--- src/rtl/player_grid_ctrl.sv ---
// rtl/player_grid_ctrl.sv - player token controller: edge-detected moves, goal scoring, lives, respawn
// Owns the token position and game state and feeds a registered per-tile draw flag to the pixel mux.
module player_grid_ctrl #(
  parameter int GRID_W         = 20,
  parameter int GRID_H         = 15,
  parameter int COORD_W        = 6,
  parameter int START_X        = 10,
  parameter int START_Y        = 14,
  parameter int GOAL_Y         = 0,
  parameter int SCORE_W        = 7,
  parameter int LIVES          = 3,
  parameter int RESPAWN_CYCLES = 25000000
) (
  input  logic               i_Clk,
  input  logic               i_Rst_L,
  input  logic               i_Game_Active,
  input  logic               i_Up,
  input  logic               i_Down,
  input  logic               i_Left,
  input  logic               i_Right,
  input  logic               i_Collided,
  input  logic [COORD_W-1:0] i_Col_Count_Div,
  input  logic [COORD_W-1:0] i_Row_Count_Div,
  output logic               o_Draw_Player,
  output logic [COORD_W-1:0] o_Player_X,
  output logic [COORD_W-1:0] o_Player_Y,
  output logic [SCORE_W-1:0] o_Score,
  output logic [2:0]         o_Lives,
  output logic               o_Goal_Pulse,
  output logic               o_Game_Over
);

  localparam int CNT_W = (RESPAWN_CYCLES > 1) ? $clog2(RESPAWN_CYCLES) : 1;

  localparam logic [COORD_W-1:0] X_MAX    = COORD_W'(GRID_W - 1);
  localparam logic [COORD_W-1:0] Y_MAX    = COORD_W'(GRID_H - 1);
  localparam logic [COORD_W-1:0] SPAWN_X  = COORD_W'(START_X);
  localparam logic [COORD_W-1:0] SPAWN_Y  = COORD_W'(START_Y);
  localparam logic [COORD_W-1:0] GOAL_ROW = COORD_W'(GOAL_Y);
  localparam logic [CNT_W-1:0]   CNT_LAST = CNT_W'(RESPAWN_CYCLES - 1);
  localparam logic [2:0]         LIVES_INIT = 3'(LIVES);

  typedef enum logic [1:0] {
    S_IDLE  = 2'd0,
    S_PLAY  = 2'd1,
    S_DYING = 2'd2,
    S_OVER  = 2'd3
  } state_t;

  state_t state_q, state_d;

  logic [3:0]         sw_q;
  logic [3:0]         sw_now;
  logic [3:0]         press;
  logic [COORD_W-1:0] x_q, x_d;
  logic [COORD_W-1:0] y_q, y_d;
  logic [SCORE_W-1:0] score_q, score_d;
  logic [2:0]         lives_q, lives_d;
  logic [CNT_W-1:0]   cnt_q, cnt_d;
  logic               goal_q, goal_d;
  logic               draw_q;

  logic [COORD_W-1:0] mv_x, mv_y;
  logic               mv_valid;
  logic               goal_hit;
  logic               terminal;

  assign sw_now   = {i_Up, i_Down, i_Left, i_Right};
  assign press    = sw_now & ~sw_q;
  assign terminal = (cnt_q == CNT_LAST);

  // Only the highest-priority press is considered; if it hits a wall nothing moves.
  always_comb begin
    mv_x     = x_q;
    mv_y     = y_q;
    mv_valid = 1'b0;
    if (press[3]) begin
      if (y_q != '0) begin
        mv_y     = y_q - COORD_W'(1);
        mv_valid = 1'b1;
      end
    end else if (press[2]) begin
      if (y_q != Y_MAX) begin
        mv_y     = y_q + COORD_W'(1);
        mv_valid = 1'b1;
      end
    end else if (press[1]) begin
      if (x_q != '0) begin
        mv_x     = x_q - COORD_W'(1);
        mv_valid = 1'b1;
      end
    end else if (press[0]) begin
      if (x_q != X_MAX) begin
        mv_x     = x_q + COORD_W'(1);
        mv_valid = 1'b1;
      end
    end
  end

  assign goal_hit = mv_valid && (mv_y == GOAL_ROW);

  always_ff @(posedge i_Clk or negedge i_Rst_L) begin
    if (!i_Rst_L) begin
      state_q <= S_IDLE;
    end else begin
      state_q <= state_d;
    end
  end

  always_comb begin
    state_d = state_q;
    case (state_q)
      S_IDLE: begin
        if (i_Game_Active) state_d = S_PLAY;
      end
      S_PLAY: begin
        if (!i_Game_Active)  state_d = S_IDLE;
        else if (i_Collided) state_d = S_DYING;
      end
      S_DYING: begin
        if (!i_Game_Active) state_d = S_IDLE;
        else if (terminal)  state_d = (lives_q == 3'd0) ? S_OVER : S_PLAY;
      end
      S_OVER: begin
        if (!i_Game_Active) state_d = S_IDLE;
      end
      default: state_d = S_IDLE;
    endcase
  end

  // Collision is tested before the move so a same-cycle goal never scores.
  always_comb begin
    x_d     = x_q;
    y_d     = y_q;
    score_d = score_q;
    lives_d = lives_q;
    cnt_d   = cnt_q;
    goal_d  = 1'b0;
    case (state_q)
      S_IDLE: begin
        x_d = SPAWN_X;
        y_d = SPAWN_Y;
        if (i_Game_Active) begin
          score_d = '0;
          lives_d = LIVES_INIT;
        end
      end
      S_PLAY: begin
        if (!i_Game_Active) begin
          x_d = SPAWN_X;
          y_d = SPAWN_Y;
        end else if (i_Collided) begin
          if (lives_q != 3'd0) lives_d = lives_q - 3'd1;
          cnt_d = '0;
        end else if (goal_hit) begin
          goal_d = 1'b1;
          x_d    = SPAWN_X;
          y_d    = SPAWN_Y;
          if (score_q != '1) score_d = score_q + SCORE_W'(1);
        end else if (mv_valid) begin
          x_d = mv_x;
          y_d = mv_y;
        end
      end
      S_DYING: begin
        if (!i_Game_Active) begin
          x_d = SPAWN_X;
          y_d = SPAWN_Y;
        end else if (terminal) begin
          if (lives_q != 3'd0) begin
            x_d = SPAWN_X;
            y_d = SPAWN_Y;
          end
        end else begin
          cnt_d = cnt_q + CNT_W'(1);
        end
      end
      S_OVER: begin
        if (!i_Game_Active) begin
          x_d = SPAWN_X;
          y_d = SPAWN_Y;
        end
      end
      default: begin
        x_d = SPAWN_X;
        y_d = SPAWN_Y;
      end
    endcase
  end

  always_ff @(posedge i_Clk or negedge i_Rst_L) begin
    if (!i_Rst_L) begin
      sw_q    <= '0;
      x_q     <= SPAWN_X;
      y_q     <= SPAWN_Y;
      score_q <= '0;
      lives_q <= LIVES_INIT;
      cnt_q   <= '0;
      goal_q  <= 1'b0;
      draw_q  <= 1'b0;
    end else begin
      sw_q    <= sw_now;
      x_q     <= x_d;
      y_q     <= y_d;
      score_q <= score_d;
      lives_q <= lives_d;
      cnt_q   <= cnt_d;
      goal_q  <= goal_d;
      draw_q  <= (i_Col_Count_Div == x_q) && (i_Row_Count_Div == y_q) && (state_q != S_DYING);
    end
  end

  assign o_Draw_Player = draw_q;
  assign o_Player_X    = x_q;
  assign o_Player_Y    = y_q;
  assign o_Score       = score_q;
  assign o_Lives       = lives_q;
  assign o_Goal_Pulse  = goal_q;
  assign o_Game_Over   = (state_q == S_OVER);

endmodule

--- config.mk ---
export PLATFORM = sky130hd
export DESIGN_NAME = player_grid_ctrl
export DESIGN_NICKNAME = d
export VERILOG_FILES = /design/src/rtl/player_grid_ctrl.sv
export SDC_FILE = /design/constraint.sdc
export NUM_CORES = 1
export LEC_CHECK = 0
export ABC_AREA = 1
export CAP_MARGIN = 25
export CORE_ASPECT_RATIO = 0.9
export CORE_MARGIN = 8
export CORE_UTILIZATION = 59
export CTS_BUF_LIST = sky130_fd_sc_hd__clkbuf_4
export CTS_CLUSTER_DIAMETER = 200
export DETAILED_ROUTE_END_ITERATION = 6
export GPL_TIMING_DRIVEN = 0
export PLACE_DENSITY = 0.92
export SYNTH_ARGS = -nofsm -noshare
export SYNTH_HDL_FRONTEND = slang
export SYNTH_SLANG_ARGS = --single-unit
--- constraint.sdc ---
create_clock -name i_Clk -period 2.6 [get_ports i_Clk]
set_input_delay 0.65 -clock i_Clk [delete_from_list [all_inputs] [get_ports i_Clk]]
set_output_delay 0.65 -clock i_Clk [all_outputs]
set_load 0.005 [all_outputs]
-- Word level (Yosys, flattened, before mapping)
Index checks and enable logic that the tools add are counted.
- bits in registers: 55
- output and inout port bits: 25
- logic and storage cells: 129
- add/sub/neg operators: 7
- equality and inequality tests: 30
- mux-type cells: 64
- bitwise gates (word level): 2
- reduce and logical (&&, ||, !) cells: 17
- operators by type and width (kind ; count):
    two-way mux 6 bit ; 26
    two-way mux 25 bit ; 4
    case mux 25 bit (2 select lines) ; 1
    case mux 6 bit (4 select lines) ; 2
    two-way mux 7 bit ; 5
    adder 25 x 1 -> 25 bit (second input constant) ; 1
    == test 25 bit (second input constant) ; 1
    inequality test 2 bit (second input constant) ; 11
    inequality test 5 bit (second input constant) ; 3
    AND reduction 5 bit ; 3
    two-way mux 2 bit ; 7
    case mux 7 bit (2 select lines) ; 1
    adder 6 x 1 -> 6 bit (second input constant) ; 2
    == test 6 bit ; 2
    two-way mux 1 bit ; 12
    two-way mux 3 bit ; 4
    inequality test 3 bit (second input constant) ; 4
    inequality test 4 bit (second input constant) ; 3
    nonzero test 6 bit ; 2
    subtractor 6 x 1 -> 6 bit (second input constant) ; 2
    AND reduction 10 bit ; 1
    case mux 2 bit (4 select lines) ; 1
    adder 7 x 1 -> 7 bit (second input constant) ; 1
    inequality test 7 bit (second input constant) ; 1
    other kinds (16) ; 20

-- Longest topological paths before layout
- depth after elaboration: 11
- gate-level depth with buffers: 17
- depth with buffers taken out: 16

-- Worst setup path after synthesis
No wires, ideal clock.
- path kind: input to register
- start: input port i_Left
- end: register x_q[5] (netlist: o_Player_X[5])
- library setup time: 0.117 ns
- arrival time: 1.972 ns
- data required time: 2.483 ns
- path slack: 0.511 ns
- cell stages on the path: 12
- path through: inv_1 -> nor2_1 -> ha_1 -> nand3_1 -> nand3_1 -> nand2_1 -> nand2_1 -> a21oi_1 -> xor2_1 -> nor2_1 -> nand4_1 -> nand2_1
- word-level cells in the longest chain between the ends: 9
- elaborated cells between the ends (all ways): 20
- ends and longest elaborated chain (item ; line ; text):
    start, declared ; 19 ; input logic i_Left,
    AND 4 bit * ; 69 ; assign press = sw_now & ~sw_q;
    two-way mux 6 bit / two-way mux 1 bit (equally long branches) ; 87 ; end else if (press[1]) begin
    two-way mux 6 bit / two-way mux 1 bit (equally long branches) ; 82 ; end else if (press[2]) begin
    two-way mux 6 bit / two-way mux 1 bit (equally long branches) ; 77 ; if (press[3]) begin
    two-way mux 6 bit / logical AND 1 bit (equally long branches) ; 160, 100 ;
    two-way mux 6 bit ; 155 ; end else if (goal_hit) begin
    two-way mux 6 bit ; 152 ; end else if (i_Collided) begin
    two-way mux 6 bit ; 149 ; if (!i_Game_Active) begin
    case mux 6 bit (4 select lines) ; 139 ; case (state_q)
    end signal, assigned ; 194 ; x_q <= SPAWN_X;
    end signal, assigned ; 203 ; x_q <= x_d;
    end, declared ; 55 ; logic [COORD_W-1:0] x_q, x_d;
Every way passes the cells marked *; elsewhere a longest branch is shown, timed or not. The select of a mux whose other input is x is not followed.
A chain may end at the register's enable or synchronous reset.

-- Worst setup path in the final report
- start: input port i_Left
- end: register x_q[4] (netlist: o_Player_X[4])
The elaborated chain is that of the path after synthesis.

==> results_dict.tcl <==
set metrics [dict create \
    htreeDepth 2 \
    ys.flop_type "dfrtp_1" \
    crit_family "buffers and inverters" \
    hold_class "primary input to async pin" \
    grt-busiest-layer "met2" \
    status "complete, no violations" \
    postCtsResizedCells 0 \
    synth_cell_types 44 \
    fin_nets 640 \
    synth-edff-count 0 \
    cp.required_ns 2.94 \
    tns_ns 0 \
    finalSetupViolCount 0 \
    die_h_um 94.1 \
    clk_transition_reported_paths_ns 0.17 \
    antenna_found_initial 0 \
    grt_pass1_wl_um 17700 \
    worst_pin_slew_ns 0.611 \
    syn_area_per_cell_um2 7.19 \
    io_buffers 44 \
    vias 4043 \
    rows 28 \
    layout_commonest_cell "nand2_1" \
    netlist_area_um2 4000 \
    cts_setup_buffers 0 \
    slowest_stage "clkdlybuf4s50_1" \
    ctsRootBufferMaster "clkbuf_4" \
    fin_crit_sh 0.937 \
    clk_latency_ns 0.39 \
    seqCellArea_um2 1390 \
    final_cell_mix "nand2_1 (130), inv_1 (71), nor2_1 (53)" \
    use_met3 0.0348 \
    start_util 0.607 \
    ctsHoldBuffers 0 \
    synth_cells 556 \
    core_area_um2 6590 \
    met2_usage 0.368 \
    ioPinCount 45 \
    async_flop_share 1.00 \
    gp_congestion 0.968 \
    grt_max_degree 32 \
    synth_fp_nets 588 \
    drive_gt1_frac 0.103 \
    drtAntennaViolNets 0 \
    worstSetupPathType "primary input to flip-flop" \
    ys_warn_count 0 \
    cts_sinks 55 \
    p_per_area_nw_per_um2 470 \
    overflow 0 \
    maxCapViolations 0 \
    avgRoutedWirePerCell_um 15.2 \
    cts_buffers 5 \
    cts_tree "done" \
    cp_max_fo 6 \
    dr.pass1.iters 5 \
    synth_seq_cells 55 \
    startpoint_type "primary input" \
    drtIter0Drc 339 \
    hpwl_um 8320 \
    die-area_um2 9670 \
    cts_buffer_depth 2 \
    met1_usage 0.295 \
    clock_skew_ns 0.0121 \
    hold_viol 0 \
    cp_slowest_stage_delay_ns 0.48 \
    via_per_inst 5.78 \
    fillers 541 \
    max-slew-margin-rel 0.593 \
    min_period_ns 2.44 \
    rsz0062_at_grt "false" \
    die_w_um 103 \
    ir_drop_v 0.000331 \
    syn2layout_area_growth_pct 15.6 \
    endpoint_kind "flip-flop" \
    globalRouteTotalUtil 0.225 \
    cp_cell_sequence "clkdlybuf4s50_1 > inv_1 > nor2_1 > inv_1 > fa_1 > o221ai_1 > xnor2_1 > nor3_1 > nand2_1 > nand2_1" \
    worst-path-buf-inv 3 \
    power_mw 2.17 \
    finalWirelength_um 10600 \
    timing.hold.ws_ns 0.243 \
    grt_pass1_vias 3854 \
    p_leak_nw 2.04 \
    synth_seq_area_share 0.346 \
    multi_input_area_um2 2240 \
    critical_path_arrival_ns 2.78 \
    drc 0 \
    antennaDiodeCount 0 \
    drv_slew 0 \
    max_freq_mhz 411 \
]
## sequential cells by signal, summed over array words and instances (netlist names)
| signal | count |
|---|---|
| o_Draw_Player | 1 |
| o_Score | 7 |
| o_Goal_Pulse | 1 |
| o_Lives | 3 |
| o_Player_Y | 6 |
| sw_q | 4 |
| o_Player_X | 6 |
| state_q | 2 |
| cnt_q | 25 |
## metal layers
metal	up-vias	part of all wire
li1	1929	-
met1	1917	0.44
met2	177	0.48
met3	20	0.067
met4	0	0.016
met5	-	0
## synth_stat cells (10+ instances only)
cell | instances | share of area
nor2_1 | 53 | 0.050
o21ai_1 | 10 | 0.013
nand2_1 | 130 | 0.12
dfrtp_1 | 48 | 0.30
nor3_1 | 18 | 0.023
xor2_1 | 11 | 0.024
xnor2_1 | 14 | 0.031
inv_1 | 71 | 0.067
nor2_4 | 11 | 0.031
ha_1 | 11 | 0.034
nand4_1 | 24 | 0.038
o21ai_0 | 26 | 0.033
nand3_1 | 44 | 0.055
a21oi_1 | 10 | 0.013
## cell type report
type	instances	area share
Inverter	78	0.0636
Multi-Input combinational cell	411	0.484
Sequential cell	55	0.299
Tap cell	90	0.0243
Timing Repair Buffer	45	0.0985
Clock buffer	5	0.00811
Buffer	12	0.0173
Clock inverter	3	0.00433
## power by group
part	internal [mW]	leakage (nW)	switching [mW]
logic	0.302	1.29	0.452
registers	0.939	0.729	0.0873
clock network	0.105	0.0288	0.287
total	1.35	2.04	0.827
## final timing paths
check	from	endpoint	slack, ns	cells after the start
worst max-delay path	i_Left	o_Player_X[4]	0.16	10
worst min register to register	o_Player_X[1]	o_Player_X[1]	0.51	2
max in group asynchronous	i_Rst_L	o_Player_Y[3]	1.71	2
worst max register to register	o_Player_Y[0]	o_Player_X[2]	0.24	13
worst min-delay path	i_Rst_L	sw_q[3]	0.24	1
min in group i_Clk	o_Player_X[1]	o_Player_X[1]	0.51	2
## kinds of logic (layout without fill, tap and decap cells)
kind of cell             count (synthesis)  after routing  share of synthesized area
buffers and inverters                   90            143                     0.0935
XOR/XNOR                                25             25                     0.0547
AND/OR/NAND/NOR                        307            307                      0.367
adder cells (fa/ha/maj)                 12             12                     0.0394
AO/OA/AOI/OAI                           67             67                     0.0988
flip-flops                              55             55                      0.346
## per-stage QoR
step | setup WS (ns) | utilization | std cells | area, um^2
floorplan | 0.511 | - | 556 | 4000
global placement | -0.839 | 0.691 | 690 | 4550
detailed placement | -0.218 | 0.694 | 691 | 4570
CTS | 0.193 | 0.702 | 699 | 4630
global route | 0.0472 | 0.702 | 699 | 4630
finish | 0.164 | 0.702 | 699 | 4630
## worst reg2reg max path, cell delays in order (launching register included)
cell	delay (ns)
dfrtp_1	0.52
inv_2	0.22
ha_1	0.32
nand3_4	0.12
nand2_4	0.10
nand2_1	0.08
nand2_1	0.08
nand2_2	0.06
nor2_1	0.09
nand4_1	0.23
nand2_1	0.20
nand2_2	0.13
nand2_1	0.09
nand2_1	0.05
(Power assumes the default switching activity.)
